[config.mk]
export PLATFORM = sky130hd
export DESIGN_NAME = mux_rr_pipe_flat
export DESIGN_NICKNAME = d
export VERILOG_FILES = /design/src/rtl/mux_rr_pipe_pkg.sv /design/src/rtl/mux_rr_pipe_if.sv /design/src/rtl/mux_rr_pipe_rr_arbiter.sv /design/src/rtl/mux_rr_pipe.sv /design/src/flat_wrapper.sv
export SDC_FILE = /design/constraint.sdc
export NUM_CORES = 1
export LEC_CHECK = 0
export BUFFER_PORTS_ARGS = -buffer_cell sky130_fd_sc_hd__buf_2
export CAP_MARGIN = 20
export CORE_AREA = 2 2 49 51
export CTS_BUF_LIST = sky130_fd_sc_hd__clkbuf_2
export DETAILED_ROUTE_END_ITERATION = 8
export DIE_AREA = 0 0 51 53
export GPL_TIMING_DRIVEN = 0
export PLACE_DENSITY = 0.74
export SKIP_LAST_GASP = 1
export SLEW_MARGIN = 40
export SYNTH_ARGS = -nofsm -noshare
export SYNTH_HDL_FRONTEND = slang
export SYNTH_SLANG_ARGS = --single-unit
[constraint.sdc]
create_clock -name clk -period 2.5 [get_ports clk]
set_clock_uncertainty 0.1 [all_clocks]
set_input_delay 0.125 -clock clk [delete_from_list [all_inputs] [get_ports clk]]
set_output_delay 0.125 -clock clk [all_outputs]
set_load 0.03 [all_outputs]
[src/rtl/mux_rr_pipe_pkg.sv]
// mux_pkg: shared mode encoding and counter width for mux_rr_pipe
package mux_pkg;
   typedef enum logic {MODE_FIXED = 1'b0, MODE_RR = 1'b1} mux_mode_e;
   localparam int GNT_CNT_W = 16;
endpackage

[src/rtl/mux_rr_pipe_if.sv]
// mux_rr_pipe_if: channel/output handshake bundle; gnt_cnt exists only with MUX_GNT_CNT_EN
interface mux_rr_pipe_if
   import mux_pkg::*;
#(
   parameter int N_CH = 4,
   parameter int W    = 4
);
   localparam int SEL_W = $clog2(N_CH);
   logic                en;
   mux_mode_e           mode;
   logic [SEL_W-1:0]    sel;
   logic [N_CH*W-1:0]   in_data;
   logic [N_CH-1:0]     in_valid;
   logic [N_CH-1:0]     in_ready;
   logic [W-1:0]        y;
   logic [SEL_W-1:0]    y_ch;
   logic                y_valid;
   logic                y_ready;
`ifdef MUX_GNT_CNT_EN
   logic [N_CH*GNT_CNT_W-1:0] gnt_cnt;
`endif
   modport master (
      output en, mode, sel, in_data, in_valid, y_ready,
      input  in_ready, y, y_ch, y_valid
`ifdef MUX_GNT_CNT_EN
      , input gnt_cnt
`endif
   );
   modport slave (
      input  en, mode, sel, in_data, in_valid, y_ready,
      output in_ready, y, y_ch, y_valid
`ifdef MUX_GNT_CNT_EN
      , output gnt_cnt
`endif
   );
endinterface

[src/rtl/mux_rr_pipe_rr_arbiter.sv]
// rr_arbiter: combinational round-robin pick, searching upward from ptr+1 with wrap
module rr_arbiter #(
   parameter  int N_CH  = 4,
   localparam int SEL_W = $clog2(N_CH)
) (
   input  logic [N_CH-1:0]  req,
   input  logic [SEL_W-1:0] ptr,
   output logic [N_CH-1:0]  gnt_onehot,
   output logic [SEL_W-1:0] gnt_idx,
   output logic             any_gnt
);
   logic [SEL_W-1:0] c;
   // farthest candidate first so the nearest requester after ptr overwrites it
   always_comb begin
      c       = '0;
      gnt_idx = '0;
      any_gnt = 1'b0;
      for (int k = N_CH; k >= 1; k--) begin
         c = SEL_W'((int'(ptr) + k) % N_CH);
         if (req[c]) begin
            gnt_idx = c;
            any_gnt = 1'b1;
         end
      end
   end
   assign gnt_onehot = any_gnt ? N_CH'(1) << gnt_idx : '0;
endmodule

[src/rtl/mux_rr_pipe.sv]
// mux_rr_pipe: N-channel registered mux, fixed/round-robin select; MUX_GNT_CNT_EN adds per-channel grant counters
module mux_rr_pipe
   import mux_pkg::*;
#(
   parameter int N_CH = 4,
   parameter int W    = 4
) (
   input logic         clk,
   input logic         rst,
   mux_rr_pipe_if.slave bus
);
   localparam int SEL_W = $clog2(N_CH);
   logic [W-1:0]     y_q;
   logic [SEL_W-1:0] y_ch_q;
   logic             y_valid_q;
   logic [SEL_W-1:0] rr_ptr;
   logic [N_CH-1:0]  gnt_onehot;
   logic [SEL_W-1:0] gnt_idx;
   logic             any_gnt;
   logic             load_ok;
   logic [N_CH-1:0]  fixed_rdy;
   logic [SEL_W-1:0] idx;
   logic             xfer;
   rr_arbiter #(.N_CH(N_CH)) u_arb (
      .req        (bus.in_valid),
      .ptr        (rr_ptr),
      .gnt_onehot (gnt_onehot),
      .gnt_idx    (gnt_idx),
      .any_gnt    (any_gnt)
   );
   assign load_ok      = bus.en & (~y_valid_q | bus.y_ready);
   assign fixed_rdy    = int'(bus.sel) < N_CH ? {{(N_CH-1){1'b0}}, load_ok} << bus.sel : '0;
   assign bus.in_ready = bus.mode == MODE_RR ? gnt_onehot & {N_CH{load_ok & any_gnt}} : fixed_rdy;
   assign idx          = bus.mode == MODE_RR ? gnt_idx : bus.sel;
   assign xfer         = |(bus.in_valid & bus.in_ready);
   always_ff @(posedge clk) begin
      if (rst) begin
         y_q       <= '0;
         y_ch_q    <= '0;
         y_valid_q <= 1'b0;
         rr_ptr    <= SEL_W'(N_CH - 1);
      end else if (xfer) begin
         y_q       <= bus.in_data[int'(idx)*W +: W];
         y_ch_q    <= idx;
         y_valid_q <= 1'b1;
         if (bus.mode == MODE_RR) rr_ptr <= idx;
      end else if (y_valid_q && bus.y_ready) begin
         y_q       <= '0;
         y_ch_q    <= '0;
         y_valid_q <= 1'b0;
      end
   end
   assign bus.y       = y_q;
   assign bus.y_ch    = y_ch_q;
   assign bus.y_valid = y_valid_q;
`ifdef MUX_GNT_CNT_EN
   logic [GNT_CNT_W-1:0] cnt [N_CH];
   always_ff @(posedge clk) begin
      for (int i = 0; i < N_CH; i++)
         cnt[i] <= rst ? '0 : cnt[i] + GNT_CNT_W'(xfer && int'(idx) == i);
   end
   for (genvar g = 0; g < N_CH; g++) begin : g_cnt
      assign bus.gnt_cnt[g*GNT_CNT_W +: GNT_CNT_W] = cnt[g];
   end
`endif
endmodule

[src/flat_wrapper.sv]
// flat-port wrapper written by rule: the top's interface ports become plain ports
module mux_rr_pipe_flat import mux_pkg::*;
#(
   parameter int N_CH = 4,
   parameter int W    = 4
)
  (clk, rst, bus_en, bus_mode, bus_sel, bus_in_data, bus_in_valid, bus_y_ready, bus_in_ready, bus_y, bus_y_ch, bus_y_valid);
  mux_rr_pipe_if #(.N_CH(N_CH), .W(W)) bus_i ();
  input logic clk;
  input logic rst;
  input wire logic [$bits(bus_i.en)-1:0] bus_en;
  input wire logic [$bits(bus_i.mode)-1:0] bus_mode;
  input wire logic [$bits(bus_i.sel)-1:0] bus_sel;
  input wire logic [$bits(bus_i.in_data)-1:0] bus_in_data;
  input wire logic [$bits(bus_i.in_valid)-1:0] bus_in_valid;
  input wire logic [$bits(bus_i.y_ready)-1:0] bus_y_ready;
  output wire logic [$bits(bus_i.in_ready)-1:0] bus_in_ready;
  output wire logic [$bits(bus_i.y)-1:0] bus_y;
  output wire logic [$bits(bus_i.y_ch)-1:0] bus_y_ch;
  output wire logic [$bits(bus_i.y_valid)-1:0] bus_y_valid;
  assign bus_i.en = bus_en;
  assign bus_i.mode = bus_mode;
  assign bus_i.sel = bus_sel;
  assign bus_i.in_data = bus_in_data;
  assign bus_i.in_valid = bus_in_valid;
  assign bus_i.y_ready = bus_y_ready;
  assign bus_in_ready = bus_i.in_ready;
  assign bus_y = bus_i.y;
  assign bus_y_ch = bus_i.y_ch;
  assign bus_y_valid = bus_i.y_valid;
  mux_rr_pipe #(.N_CH(N_CH), .W(W)) u_core (.clk(clk), .rst(rst), .bus(bus_i));
endmodule
* Word-level counts from Yosys, hierarchy flattened *
Index checks and enable logic that the tools add are counted.

storage, ports and cells
  register bits = 9
  output and inout bits = 11
  logic and storage cells = 50

cells by class
  add/sub/neg operators = 4
  magnitude comparators = 4
  shift-type cells = 3
  multiplexer cells = 25
  bitwise operators = 6
  reduce and logical (&&, ||, !) cells = 4

operators with widths
  operator             number
  $mux 4               4
  $shiftx 16x5->4      1
  $mux 2               7
  $lt 2x3->1 const B   4
  $mux 1               10
  $and 4x4->4          2
  $bmux 1 s2           4
  $add 2x1->2 const B  2
  $add 2x2->2 const B  2
  $reduce_or 4->1      1
  $shl 1x2->4          1
  $shl 1x2->4 const A  1
  $and 1x1->1          2
  $reduce_and 2->1     1
  $reduce_bool 2->1    1
  $logic_and 1x1->1    1
  $not 1->1            1
  $or 1x1->1           1

* Logic depth before layout (Yosys ltp) *
Gate-level depths: netlist of the first run.

  depth after elaboration = 14
  mapped depth = 7
  depth with buffers taken out = 6

* Hierarchy *
From an unflattened synthesis of the first run, not the netlist that was laid out.

unflattened totals
  cells, all modules = 96
  area total of the unflattened synthesis = 830.8 µm²

modules (own cells, without submodules)
  module       times used  cells an instance  area an instance (µm²)
  mux_rr_pipe  1           68                 653.1
  rr_arbiter   1           28                 177.7

* Least setup slack after synthesis of the first run *
OpenSTA, ideal clock, no wires.

  path kind = reg-to-reg
  start point = reg u_core.rr_ptr[1]
  end point = reg u_core.y_q[3] (netlist: u_core.bus.y[3])
  setup time = 117 ps
  arrival = 1841 ps
  slack = 442 ps
  stages on the path, launching flop included = 8
  buffers on the path = 1
  path through = dfxtp_1 buf_2 mux2i_1 o32ai_2 nor2b_4 a21o_4 mux4_2 a32o_1

on the way
  cells in the longest elaborated chain, start to end = 14
  elaborated cells on any way between the ends = 31

RTL lines
  what                                                RTL line                      RTL
  start: declaration                                  mux_rr_pipe.sv:16             logic [SEL_W-1:0] rr_ptr;
  start signal: assignment                            mux_rr_pipe.sv:41             rr_ptr <= SEL_W'(N_CH - 1);
  start signal: assignment                            mux_rr_pipe.sv:46             if (bus.mode == MODE_RR) rr_ptr <= idx;
  $add 2x1->2                                         mux_rr_pipe_rr_arbiter.sv:19  c = SEL_W'((int'(ptr) + k) % N_CH);
  $bmux 1 s2                                          mux_rr_pipe_rr_arbiter.sv:20  if (req[c]) begin
  $mux 1 (not written as such)                        mux_rr_pipe_rr_arbiter.sv:20
  $mux 2 (4 in a row)                                 mux_rr_pipe_rr_arbiter.sv:20
  $shl 1x2->4                                         mux_rr_pipe_rr_arbiter.sv:26  assign gnt_onehot = any_gnt ? N_CH'(1) << gnt_idx : '0;
  $mux 4                                              mux_rr_pipe_rr_arbiter.sv:26
  $and 4x4->4                                         mux_rr_pipe.sv:33             assign bus.in_ready = bus.mode == MODE_RR ? gnt_onehot & {N_CH{load_ok & any_gnt}} : fixed_rdy;
  $mux 4                                              mux_rr_pipe.sv:33
  $and 4x4->4                                         mux_rr_pipe.sv:35             assign xfer = |(bus.in_valid & bus.in_ready);
  $reduce_or 4->1                                     mux_rr_pipe.sv:35
  $mux 4 / $reduce_bool 2->1 (equally long branches)  n/a
  end signal: assignment                              mux_rr_pipe.sv:43             y_q <= bus.in_data[int'(idx)*W +: W];
  end: declaration                                    mux_rr_pipe.sv:13             logic [W-1:0] y_q;

Several ways; a longest one is shown, not always the timed one. The select of a mux whose other input is x is not followed.
A chain may end at the register's enable or synchronous reset.

* Worst setup path in the final report of the first run *
  start point = reg u_core.rr_ptr[1]
  end point = reg u_core.y_q[1] (netlist: u_core.bus.y[1])

Same word-level chain as after synthesis.

==> results of run 1 <==
## per-layer routing
metal	wire (µm)	vias up
met5	0	-
met4	0	0
met3	151	0
met2	981	33
met1	830	370
li1	-	382
## flip-flops by register name, indices dropped and copies added (netlist names)
signal and flops:
u_core.bus.y_ch 2, u_core.rr_ptr 2, u_core.bus.y_valid 1, u_core.bus.y 4
## power by group
group / internal, mW / leakage, nW / switching [mW]
clock: 0.0425 / 0.0166 / 0.0512
sequential: 0.158 / 0.0740 / 0.00815
combinational: 0.0887 / 0.381 / 0.114
## placed cells by master, fill, tap and decap left out, drive strengths merged, types with 3 or more instances in the layout
cell type / count
o21bai: 3
nand2b: 3
buf: 38
nor2: 4
and3b: 5
clkbuf: 4
a21oi: 3
dfxtp: 9
mux4: 4
nor2b: 3
a32o: 4
nand2: 3
## per-stage QoR
stage	utilization [%]	hold slack, ns	cell area (µm²)
6_report	47.35	0.1684	1017
2_1_floorplan	-	0.2589	792.0
4_1_cts	47.35	0.1560	1017
3_5_place_dp	46.42	0.3726	997.2
3_3_place_gp	46.42	0.3563	997.2
5_1_grt	47.35	0.1783	1017
## cells by family (layout without fill, tap and decap cells)
group           after synthesis  after routing  synth area share (%)
simple gates                 28             28                 27.17
compound gates               25             25                 30.34
flops                         9              9                 22.75
mux                           7              7                 15.32
buf+inv                       6             44                 4.422
## worst paths after layout
kind / startpoint / endpoint / slack, ns / cells after the start
setup / recovery: u_core.rr_ptr[1] / u_core.bus.y[1] / 0.30 / 7
hold / removal: rst / u_core.bus.y_ch[0] / 0.17 / 2
setup reg to reg: u_core.rr_ptr[1] / u_core.bus.y[1] / 0.30 / 7
hold reg to reg: u_core.bus.y_ch[0] / u_core.bus.y_ch[0] / 0.38 / 2
## area by class of cell
| class | count | area (µm²) | area share (%) |
|---|---|---|---|
| inverter | 2 | 7.507 | 0.7380 |
| sequential | 9 | 180.2 | 17.71 |
| tap | 28 | 35.03 | 3.444 |
| buffer | 4 | 27.53 | 2.706 |
| clock buffer | 4 | 20.02 | 1.968 |
| multi-input combinational | 60 | 576.8 | 56.70 |
| timing repair buffer | 34 | 170.2 | 16.73 |
==> impl_metrics.prom, run 1 <==
# TYPE chip_impl_metric gauge
chip_impl_metric{name="route.antenna.remaining_nets",unit=""} 0
chip_impl_info{name="synth.area.top_cells",value="sky130_fd_sc_hd__dfxtp_1, sky130_fd_sc_hd__mux4_2, sky130_fd_sc_hd__and3b_1, sky130_fd_sc_hd__a32o_1, sky130_fd_sc_hd__a221oi_4"} 1
chip_impl_metric{name="hold_violations",unit=""} 0
chip_impl_metric{name="asyncSetResetFlopFracSynth",unit="%"} 0
chip_impl_info{name="ys_top_cells_by_count",value="sky130_fd_sc_hd__dfxtp_1, sky130_fd_sc_hd__and3b_1, sky130_fd_sc_hd__a32o_1, sky130_fd_sc_hd__mux4_2, sky130_fd_sc_hd__nor2_1"} 1
chip_impl_metric{name="worstMarginPinSlew",unit="ns"} 0.4239
chip_impl_metric{name="grt_util_met3",unit="%"} 5.085
chip_impl_metric{name="worst-path-buf-inv",unit=""} 1
chip_impl_metric{name="area.growth.synth_to_final",unit="%"} 28.44
chip_impl_metric{name="cell_count_post_placement",unit=""} 137
chip_impl_metric{name="start_util",unit="%"} 36.87
chip_impl_metric{name="design.die.area",unit="µm²"} 2703
chip_impl_metric{name="synth-edff-count",unit=""} 0
chip_impl_metric{name="number_of_antenna_violations_at_the_first_check_in_global_routing",unit=""} 0
chip_impl_metric{name="first_global_vias",unit=""} 757
chip_impl_info{name="critical_path_class",value="reg -> reg"} 1
chip_impl_metric{name="ioPinCount",unit=""} 38
chip_impl_info{name="post-synth-top-area-cell",value="sky130_fd_sc_hd__dfxtp_1"} 1
chip_impl_metric{name="totalPowerFinal",unit="µW"} 462.5
chip_impl_info{name="yosys.cell_count.top_type",value="sky130_fd_sc_hd__dfxtp_1"} 1
chip_impl_metric{name="core_region_area",unit="µm²"} 2148
chip_impl_metric{name="post_route_cells_drive_above_1_share",unit="%"} 48.67
chip_impl_metric{name="clock_latency",unit="ns"} 0.25
chip_impl_metric{name="final_total_negative_setup_slack",unit="ns"} 0
chip_impl_metric{name="ys_warn_count",unit=""} 0
chip_impl_metric{name="grt_start_max_net_pins",unit=""} 11
chip_impl_info{name="run_status",value="finished clean"} 1
chip_impl_metric{name="critPathMaxStageDelay",unit="ns"} 0.51
chip_impl_metric{name="antenna_cells_inserted",unit=""} 0
chip_impl_metric{name="holdBufCountCts",unit=""} 0
chip_impl_metric{name="final_critical_path_setup_slack",unit="ns"} 0.3008
chip_impl_metric{name="globalRouteOverflowTotal",unit=""} 0
chip_impl_info{name="timing.critical_path.from_type",value="flip-flop"} 1
chip_impl_metric{name="place_ws",unit="ns"} 0.3068
chip_impl_metric{name="highest_clock_rate",unit="MHz"} 454.7
chip_impl_metric{name="post_synth_inst_count",unit=""} 75
chip_impl_metric{name="grt_usage",unit="%"} 16.03
chip_impl_metric{name="post_synth.cell_area_avg",unit="µm²"} 10.56
chip_impl_metric{name="layout_worst_path_cycle_share",unit="%"} 87.97
chip_impl_metric{name="static-leakage-power",unit="nW"} 0.4721
chip_impl_metric{name="post-route-drc-count",unit=""} 0
chip_impl_metric{name="ctsLongestPathBuffers",unit=""} 2
chip_impl_metric{name="synth_largest_type_area_fraction",unit="%"} 22.75
chip_impl_info{name="synth_top_flop_cell",value="sky130_fd_sc_hd__dfxtp_1"} 1
chip_impl_metric{name="post-route-min-period",unit="ns"} 2.199
chip_impl_metric{name="number_of_maximum_capacitance_constraint_violations",unit=""} 0
chip_impl_metric{name="placement_rows",unit=""} 17
chip_impl_metric{name="ys_types",unit=""} 43
chip_impl_metric{name="syn_nets",unit=""} 102
chip_impl_metric{name="cts_inserted_buffers",unit=""} 3
chip_impl_metric{name="synth_sequential_area_ratio",unit="%"} 22.75
chip_impl_metric{name="last_weighted_congestion_value_of_the_routability_driven_placer",unit=""} 0.7748
chip_impl_info{name="grt-busiest-layer",value="met2"} 1
chip_impl_metric{name="die-height",unit="µm"} 53
chip_impl_metric{name="cts_num_sinks",unit=""} 9
chip_impl_metric{name="slew_headroom",unit="%"} 71.74
chip_impl_info{name="rsz0062_at_grt",value="false"} 1
chip_impl_metric{name="syn_area",unit="µm²"} 792.0
chip_impl_metric{name="setup_violations",unit=""} 0
chip_impl_metric{name="numPortBuffers",unit=""} 34
chip_impl_metric{name="pwr_density_cell",unit="nW/µm²"} 454.7
chip_impl_metric{name="worstPathArrival",unit="ns"} 2.24
chip_impl_metric{name="cts_max_level",unit=""} 1
chip_impl_metric{name="die_x",unit="µm"} 51
chip_impl_info{name="worst_path_dominant_cell_family",value="multiplexers"} 1
chip_impl_metric{name="detail_route.wirelength",unit="µm"} 1963
chip_impl_metric{name="avgViaCountPerCell",unit=""} 5.567
chip_impl_metric{name="vdd_ir_drop_max",unit="mV"} 0.3388
chip_impl_metric{name="first_iter_violations",unit=""} 16
chip_impl_metric{name="post_cts_resized",unit=""} 0
chip_impl_metric{name="dp_hpwl",unit="µm"} 1573
chip_impl_info{name="timing.critical_path.to_type",value="flip-flop"} 1
chip_impl_metric{name="global_route_wire_length_before_repair",unit="µm"} 3305
chip_impl_metric{name="cts_setup_buffers",unit=""} 0
chip_impl_metric{name="routed_length_per_instance",unit="µm"} 13.92
chip_impl_metric{name="fillCellCount",unit=""} 219
chip_impl_metric{name="critical_path_required",unit="ns"} 2.54
chip_impl_info{name="timing.critical_path.slowest_stage_cell",value="sky130_fd_sc_hd__mux4_2"} 1
chip_impl_info{name="cts_root_buf",value="sky130_fd_sc_hd__clkbuf_2"} 1
chip_impl_metric{name="dr_total_vias",unit=""} 785
chip_impl_info{name="crit_chain",value="buf_2 > mux2i_1 > o32ai_2 > nor2b_4 > a21o_4 > mux4_2 > a32o_1"} 1
chip_impl_info{name="min_delay_path_class",value="in -> reg"} 1
chip_impl_info{name="cts_tree",value="yes"} 1
chip_impl_metric{name="finish.net_count",unit=""} 141
chip_impl_metric{name="synth_seq_cells",unit=""} 9
chip_impl_metric{name="finish.cell_count_without_fillers",unit=""} 141
chip_impl_metric{name="drt_first_pass_iters",unit=""} 4
chip_impl_metric{name="clkSlewWorstSetupHoldPaths",unit="ns"} 0.09
chip_impl_metric{name="gr-usage-met1",unit="%"} 20.42
chip_impl_metric{name="timing.critical_path.fanout_max",unit=""} 8
chip_impl_metric{name="final_slew_viol_count",unit=""} 0
chip_impl_metric{name="grt_use_met2",unit="%"} 27.49
Power figures use the tool's default switching activity.
==> inputs of run 2 (changes only) <==
ABC_AREA = 1   (was default)
CORE_AREA = 2 2 54 56   (was 2 2 49 51)
DIE_AREA = 0 0 56 58   (was 0 0 51 53)
PLACE_DENSITY = 0.7   (was 0.74)
==> run 2 against run 1 <==
Via count is 34% higher. Largest power group unchanged. Die area is 20% higher. Synthesized cell count is 110% higher. Critical endpoint is now u_core.rr_ptr[1]. Highest routed layer is now met4. Largest cell class unchanged.
==> impl_metrics.prom, run 2 <==
# TYPE chip_impl_metric gauge
chip_impl_info{name="run_status",value="finished clean"} 1
chip_impl_metric{name="clkSlewWorstSetupHoldPaths",unit="ns"} 0.09
chip_impl_info{name="yosys.cell_count.top_type",value="sky130_fd_sc_hd__nand2_1"} 1
chip_impl_metric{name="post_synth_inst_count",unit=""} 155
chip_impl_info{name="rsz0062_at_grt",value="false"} 1
chip_impl_metric{name="drt_first_pass_iters",unit=""} 4
chip_impl_info{name="critical_path_class",value="reg -> reg"} 1
chip_impl_metric{name="global_route_wire_length_before_repair",unit="µm"} 3919
chip_impl_metric{name="number_of_antenna_violations_at_the_first_check_in_global_routing",unit=""} 0
chip_impl_metric{name="cts_num_sinks",unit=""} 9
chip_impl_metric{name="routed_length_per_instance",unit="µm"} 9.438
chip_impl_metric{name="syn_area",unit="µm²"} 955.9
chip_impl_metric{name="synth_sequential_area_ratio",unit="%"} 18.85
chip_impl_metric{name="numPortBuffers",unit=""} 36
chip_impl_metric{name="final_critical_path_setup_slack",unit="ns"} 0.4583
chip_impl_metric{name="placement_rows",unit=""} 19
chip_impl_metric{name="area.growth.synth_to_final",unit="%"} 25.00
chip_impl_metric{name="die_x",unit="µm"} 56
chip_impl_metric{name="ctsLongestPathBuffers",unit=""} 2
chip_impl_metric{name="m1WireLength",unit="µm"} 996
chip_impl_metric{name="pwr_density_cell",unit="nW/µm²"} 552.8
chip_impl_metric{name="start_util",unit="%"} 35.90
chip_impl_metric{name="finish.net_count",unit=""} 223
chip_impl_metric{name="ys_types",unit=""} 19
chip_impl_metric{name="hold_violations",unit=""} 0
chip_impl_metric{name="highest_clock_rate",unit="MHz"} 489.8
chip_impl_metric{name="ys_warn_count",unit=""} 0
chip_impl_metric{name="synth_largest_type_area_fraction",unit="%"} 18.85
chip_impl_metric{name="antenna_cells_inserted",unit=""} 0
chip_impl_metric{name="design.die.area",unit="µm²"} 3248
chip_impl_info{name="ys_top_cells_by_count",value="sky130_fd_sc_hd__nand2_1, sky130_fd_sc_hd__inv_1, sky130_fd_sc_hd__nand2_2"} 1
chip_impl_metric{name="synth_seq_cells",unit=""} 9
chip_impl_metric{name="post_cts_resized",unit=""} 0
chip_impl_info{name="mostFrequentLayoutCells",value="sky130_fd_sc_hd__nand2_1, sky130_fd_sc_hd__buf_2, sky130_fd_sc_hd__inv_1, sky130_fd_sc_hd__nand2_2"} 1
chip_impl_metric{name="die-height",unit="µm"} 58
chip_impl_metric{name="avgViaCountPerCell",unit=""} 4.646
chip_impl_metric{name="dp_hpwl",unit="µm"} 1851
chip_impl_metric{name="final_slew_viol_count",unit=""} 0
chip_impl_metric{name="grt_start_max_net_pins",unit=""} 11
chip_impl_metric{name="timing.critical_path.fanout_max",unit=""} 9
chip_impl_metric{name="critical_path_required",unit="ns"} 2.52
chip_impl_metric{name="timing.hold.ws",unit="ns"} 0.08618
chip_impl_metric{name="routed-wl-met2",unit="µm"} 1015
chip_impl_metric{name="cts_setup_buffers",unit=""} 0
chip_impl_metric{name="last_weighted_congestion_value_of_the_routability_driven_placer",unit=""} 0.8071
chip_impl_metric{name="worstRegToRegCells",unit=""} 15
chip_impl_info{name="synth.area.top_cells",value="sky130_fd_sc_hd__dfxtp_1, sky130_fd_sc_hd__nand2_1, sky130_fd_sc_hd__nand2_2, sky130_fd_sc_hd__inv_1, sky130_fd_sc_hd__a21oi_1"} 1
chip_impl_metric{name="final_total_negative_setup_slack",unit="ns"} 0
chip_impl_info{name="cts_root_buf",value="sky130_fd_sc_hd__clkbuf_2"} 1
chip_impl_info{name="route.top_layer_used",value="met4"} 1
chip_impl_metric{name="layout_worst_path_cycle_share",unit="%"} 81.67
chip_impl_info{name="synth_top_flop_cell",value="sky130_fd_sc_hd__dfxtp_1"} 1
chip_impl_metric{name="clock_latency",unit="ns"} 0.23
chip_impl_info{name="post-synth-top-area-cell",value="sky130_fd_sc_hd__dfxtp_1"} 1
chip_impl_metric{name="static-leakage-power",unit="nW"} 0.6956
chip_impl_metric{name="grt_usage",unit="%"} 14.67
chip_impl_metric{name="first_global_vias",unit=""} 954
chip_impl_metric{name="number_of_maximum_capacitance_constraint_violations",unit=""} 0
chip_impl_metric{name="route.antenna.remaining_nets",unit=""} 0
chip_impl_info{name="timing.critical_path.from_type",value="flip-flop"} 1
chip_impl_metric{name="globalRouteOverflowTotal",unit=""} 0
chip_impl_metric{name="asyncSetResetFlopFracSynth",unit="%"} 0
chip_impl_metric{name="slew_headroom",unit="%"} 75.88
chip_impl_metric{name="core_region_area",unit="µm²"} 2663
chip_impl_metric{name="total_met3_wirelength_after_detailed_routing",unit="µm"} 109
chip_impl_metric{name="post_synth.cell_area_avg",unit="µm²"} 6.167
chip_impl_metric{name="worst_hold_path.num_cells",unit=""} 4
chip_impl_metric{name="holdBufCountCts",unit=""} 0
chip_impl_metric{name="sequential_cell_area",unit="µm²"} 180.2
chip_impl_metric{name="syn_nets",unit=""} 182
chip_impl_metric{name="post_route_cells_drive_above_1_share",unit="%"} 41.03
chip_impl_metric{name="worstPathArrival",unit="ns"} 2.06
chip_impl_metric{name="cts_max_level",unit=""} 1
chip_impl_metric{name="fillCellCount",unit=""} 302
chip_impl_metric{name="dr_total_vias",unit=""} 1050
chip_impl_metric{name="multiInputGateArea",unit="µm²"} 648.1
chip_impl_metric{name="largest_reg_flops",unit=""} 4
chip_impl_metric{name="totalPowerFinal",unit="µW"} 660.5
chip_impl_info{name="cts_tree",value="yes"} 1
chip_impl_info{name="mostFrequentLayoutCell",value="sky130_fd_sc_hd__nand2_1"} 1
chip_impl_metric{name="place_ws",unit="ns"} 0.4662
chip_impl_metric{name="detail_route.wirelength",unit="µm"} 2133
chip_impl_info{name="timing.critical_path.to_type",value="flip-flop"} 1
chip_impl_metric{name="vdd_ir_drop_max",unit="mV"} 0.2964
chip_impl_metric{name="first_iter_violations",unit=""} 18
chip_impl_metric{name="setup_violations",unit=""} 0
chip_impl_info{name="min_delay_path_class",value="in -> reg"} 1
chip_impl_metric{name="post-route-min-period",unit="ns"} 2.042
chip_impl_metric{name="ioPinCount",unit=""} 38
chip_impl_metric{name="synth-edff-count",unit=""} 0
chip_impl_metric{name="post-route-drc-count",unit=""} 0
chip_impl_metric{name="cts_inserted_buffers",unit=""} 3
chip_impl_metric{name="worstMarginPinSlew",unit="ns"} 0.3618
-- run 2: worst paths after layout --
check	slack, ns	to	startpoint
worst max-delay path	0.46	u_core.rr_ptr[1]	u_core.rr_ptr[0]
worst min-delay path	0.09	u_core.bus.y_valid	bus_y_ready
worst max register to register	0.46	u_core.rr_ptr[1]	u_core.rr_ptr[0]
worst min register to register	0.39	u_core.bus.y_ch[1]	u_core.bus.y_ch[1]
-- run 2: per-layer routing --
layer	GRT usage, %	vias up
li1	-	576
met3	2.455	2
met5	0	-
met4	5.102	0
met1	19.10	450
met2	24.71	22
-- run 2: cell families (layout without fill, tap and decap cells) --
| family | Yosys count | after routing | synth area share (%) |
|---|---|---|---|
| DFF | 9 | 9 | 18.85 |
| buffers and inverters | 28 | 68 | 13.35 |
| AOI/OAI and AO/OA | 28 | 28 | 18.06 |
| and+or+nand+nor | 90 | 90 | 49.74 |
-- run 2: per-stage QoR --
| step | cell area (µm²) | util, % | cells |
|---|---|---|---|
| final | 1195 | 44.88 | 226 |
| after floorplan | 955.9 | - | 155 |
| after global routing | 1195 | 44.88 | 226 |
| after detailed placement | 1175 | 44.13 | 222 |
| after CTS | 1195 | 44.88 | 226 |
| after global placement | 1175 | 44.13 | 222 |
-- run 2: worst max-delay path: stages, from the launching register on --
cell and delay, ns:
sky130_fd_sc_hd__dfxtp_1 0.31, sky130_fd_sc_hd__buf_6 0.14, sky130_fd_sc_hd__o21ai_2 0.21, sky130_fd_sc_hd__nand2_1 0.11, sky130_fd_sc_hd__nand2_1 0.09, sky130_fd_sc_hd__nand3_2 0.09
sky130_fd_sc_hd__a21oi_1 0.19, sky130_fd_sc_hd__nand3_1 0.11, sky130_fd_sc_hd__nand2_2 0.10, sky130_fd_sc_hd__nand2_2 0.06, sky130_fd_sc_hd__nand2_2 0.09, sky130_fd_sc_hd__inv_2 0.06
sky130_fd_sc_hd__nand2_4 0.09, sky130_fd_sc_hd__nand2_1 0.07, sky130_fd_sc_hd__nand2_1 0.06, sky130_fd_sc_hd__nand2_1 0.05
-- run 2: power by group --
| part | switching (mW) | total [mW] | internal, mW |
|---|---|---|---|
| logic | 0.257 | 0.397 | 0.141 |
| clock network | 0.0470 | 0.0896 | 0.0425 |
| registers | 0.0115 | 0.174 | 0.162 |
-- run 2: cell type report --
cell class                      instances  share of cell area (%)
Timing Repair Buffer                   36                   15.08
Clock buffer                            4                   1.675
Sequential cell                         9                   15.08
Inverter                               25                   8.482
Multi-Input combinational cell        118                   54.24
Tap cell                               31                   3.246
Buffer                                  3                   2.199
==> inputs of run 3 (changes only) <==
ABC_AREA = 0   (was 1)
CORE_AREA = 2 2 49 51   (was 2 2 54 56)
DIE_AREA = 0 0 51 53   (was 0 0 56 58)
PLACE_DENSITY = 0.74   (was 0.7)
clock period = 2 ns   (was 2.5 ns; I/O delays follow)
==> run 3 against run 2 <==
The flow now finishes with violations (setup timing). Critical endpoint is now u_core.bus.y[2]. Largest power group unchanged. Sequential cell count stayed put. Cell count is 36% lower. Count of clock-buffer cells in the layout stayed put. Critical path type unchanged.
==> impl_metrics.prom, run 3 (synthesis results as in run 1) <==
# TYPE chip_impl_metric gauge
chip_impl_metric{name="clock_latency",unit="ns"} 0.23
chip_impl_metric{name="finish.cell_count_without_fillers",unit=""} 145
chip_impl_metric{name="holdBufCountCts",unit=""} 0
chip_impl_metric{name="setup_violations",unit=""} 1
chip_impl_metric{name="core_region_area",unit="µm²"} 2148
chip_impl_metric{name="cts_num_sinks",unit=""} 9
chip_impl_metric{name="clkPwrFrac",unit="%"} 18.5
chip_impl_metric{name="avgViaCountPerCell",unit=""} 5.628
chip_impl_metric{name="route.antenna.remaining_nets",unit=""} 0
chip_impl_metric{name="totalPowerFinal",unit="µW"} 598.9
chip_impl_metric{name="first_iter_violations",unit=""} 23
chip_impl_metric{name="post_route_cells_drive_above_1_share",unit="%"} 55.56
chip_impl_info{name="run_status",value="complete, but fails checks"} 1
chip_impl_metric{name="numPortBuffers",unit=""} 34
chip_impl_metric{name="critical_path_required",unit="ns"} 2.03
chip_impl_metric{name="layout_worst_path_cycle_share",unit="%"} 100.0
chip_impl_metric{name="ioPinCount",unit=""} 38
chip_impl_metric{name="die-height",unit="µm"} 53
chip_impl_info{name="mostFrequentLayoutCells",value="sky130_fd_sc_hd__buf_2, sky130_fd_sc_hd__dfxtp_1, sky130_fd_sc_hd__buf_4"} 1
chip_impl_metric{name="ctsLongestPathBuffers",unit=""} 2
chip_impl_metric{name="cts_max_level",unit=""} 1
chip_impl_metric{name="finish.net_count",unit=""} 145
chip_impl_metric{name="slew_headroom",unit="%"} 69.21
chip_impl_metric{name="grt_start_max_net_pins",unit=""} 11
chip_impl_info{name="rsz0062_at_grt",value="true"} 1
chip_impl_metric{name="placement_rows",unit=""} 17
chip_impl_metric{name="static-leakage-power",unit="nW"} 0.4996
chip_impl_metric{name="switchingPower",unit="µW"} 219.3
chip_impl_metric{name="start_util",unit="%"} 36.87
chip_impl_metric{name="cellInternalPower",unit="µW"} 379.6
chip_impl_info{name="cts_tree",value="yes"} 1
chip_impl_metric{name="last_weighted_congestion_value_of_the_routability_driven_placer",unit=""} 0.7761
chip_impl_metric{name="placed_area",unit="µm²"} 1003
chip_impl_info{name="cts_root_buf",value="sky130_fd_sc_hd__clkbuf_2"} 1
chip_impl_metric{name="highest_clock_rate",unit="MHz"} 499.9
chip_impl_metric{name="pwr-share-seq",unit="%"} 35.4
chip_impl_metric{name="final_slew_viol_count",unit=""} 0
chip_impl_metric{name="cts_inserted_buffers",unit=""} 3
chip_impl_metric{name="worstPathArrival",unit="ns"} 2.03
chip_impl_info{name="failed_checks",value="setup timing"} 1
chip_impl_metric{name="switching_share",unit="%"} 36.61
chip_impl_metric{name="drt_first_pass_iters",unit=""} 4
chip_impl_metric{name="area.growth.synth_to_final",unit="%"} 37.60
chip_impl_metric{name="pwr_density_cell",unit="nW/µm²"} 549.6
chip_impl_info{name="critical_path_class",value="reg -> reg"} 1
chip_impl_metric{name="dp_hpwl",unit="µm"} 1572
chip_impl_metric{name="post-route-drc-count",unit=""} 0
chip_impl_metric{name="design.die.area",unit="µm²"} 2703
chip_impl_metric{name="die_x",unit="µm"} 51
chip_impl_metric{name="largest_reg_flops",unit=""} 4
chip_impl_metric{name="cell_count_post_placement",unit=""} 137
chip_impl_metric{name="worstMarginPinSlew",unit="ns"} 0.4555
chip_impl_metric{name="final_critical_path_setup_slack",unit="ns"} -0.0003184
chip_impl_metric{name="timing.critical_path.fanout_max",unit=""} 8
chip_impl_metric{name="post-route-min-period",unit="ns"} 2.000
chip_impl_metric{name="timing.hold.ws",unit="ns"} 0.1364
chip_impl_metric{name="number_of_maximum_capacitance_constraint_violations",unit=""} 0
chip_impl_metric{name="detail_route.wirelength",unit="µm"} 2027
chip_impl_metric{name="comb_power_share",unit="%"} 46.1
chip_impl_info{name="timing.critical_path.from_type",value="flip-flop"} 1
chip_impl_metric{name="antenna_cells_inserted",unit=""} 0
chip_impl_metric{name="grt_usage",unit="%"} 16.34
chip_impl_metric{name="first_global_vias",unit=""} 765
chip_impl_metric{name="global_route_wire_length_before_repair",unit="µm"} 3381
chip_impl_metric{name="globalRouteOverflowTotal",unit=""} 0
chip_impl_metric{name="vdd_ir_drop_max",unit="mV"} 0.4273
chip_impl_metric{name="clkSlewWorstSetupHoldPaths",unit="ns"} 0.08
chip_impl_metric{name="dr_total_vias",unit=""} 816
chip_impl_metric{name="fin_area",unit="µm²"} 1090
chip_impl_info{name="timing.critical_path.to_type",value="flip-flop"} 1
chip_impl_metric{name="routed_length_per_instance",unit="µm"} 13.98
chip_impl_info{name="min_delay_path_class",value="in -> reg"} 1
chip_impl_metric{name="number_of_antenna_violations_at_the_first_check_in_global_routing",unit=""} 0
chip_impl_info{name="mostFrequentLayoutCell",value="sky130_fd_sc_hd__buf_2"} 1
chip_impl_metric{name="hold_violations",unit=""} 0
-- run 3: cell types whose count changed in the layout (fill, tap and decap cells not counted), sizes merged, moves of 3 or more --
cell	previous run	this run
o211ai	4	0
nor2b	0	3
inv	25	2
nand2b	0	3
buf	39	42
o21ai	8	0
and3b	0	5
nand2	65	3
o21bai	0	3
a21oi	16	3
nand3	18	1
a32o	0	4
mux4	0	4
-- run 3: what timing repair did --
item,4_1_cts,5_1_grt
cloned,0,0
gates resized for setup,1,11
endpoints found under the setup margin,4,10
setup buffers,4,1
pin swaps,2,4
-- run 3: final cells by class --
class / count / area (µm²)
sequential: 9 / 183.9
inverter: 2 / 7.507
buffer: 3 / 22.52
multi-input combinational: 60 / 604.3
timing repair buffer: 39 / 216.5
fill: 202 / 1059
clock buffer: 4 / 20.02
tap: 28 / 35.03
-- run 3: critical path: stages, from the launching register on --
cell and delay [ns]:
sky130_fd_sc_hd__dfxtp_4 0.40, sky130_fd_sc_hd__mux2i_1 0.22, sky130_fd_sc_hd__o32ai_2 0.13, sky130_fd_sc_hd__nor2b_4 0.15
sky130_fd_sc_hd__a21o_4 0.16, sky130_fd_sc_hd__mux4_2 0.51, sky130_fd_sc_hd__a32o_1 0.22
-- run 3: path summary, 6_finish.rpt --
kind / from / end / slack, ns / cells past startpoint
max reg2reg: u_core.rr_ptr[1] / u_core.bus.y[2] / -0.0003 / 6
max: u_core.rr_ptr[1] / u_core.bus.y[2] / -0.0003 / 6
min reg2reg: u_core.bus.y_ch[0] / u_core.bus.y_ch[0] / 0.38 / 2
min: bus_in_valid[2] / u_core.bus.y_ch[1] / 0.14 / 3
-- run 3: power by group through the flow --
stage	sequential (mW)	clock, mW	combinational, mW
after floorplan	0.241	0	0.154
after global placement	0.211	0	0.251
after detailed placement	0.212	0	0.257
after CTS	0.208	0.116	0.271
after global routing	0.215	0.132	0.298
final	0.212	0.111	0.276
-- run 3: through the flow --
stage	utilization [%]	worst slack (ns)	TNS, ns
after floorplan	-	0.003680	0
final	50.73	-0.0003184	-0.0003184
after global routing	50.73	-0.07416	-0.2508
after detailed placement	46.71	-0.1477	-0.5513
after global placement	46.71	-0.08986	-0.3137
after CTS	49.10	-0.05650	-0.1849
-- run 3: routing by layer --
metal	part of all wire [%]	routed length (µm)	global-route usage, %
met5	0	0	0
met3	8.2	166	3.955
met1	42	849	20.90
met4	0.15	3	4.054
met2	50	1008	27.49
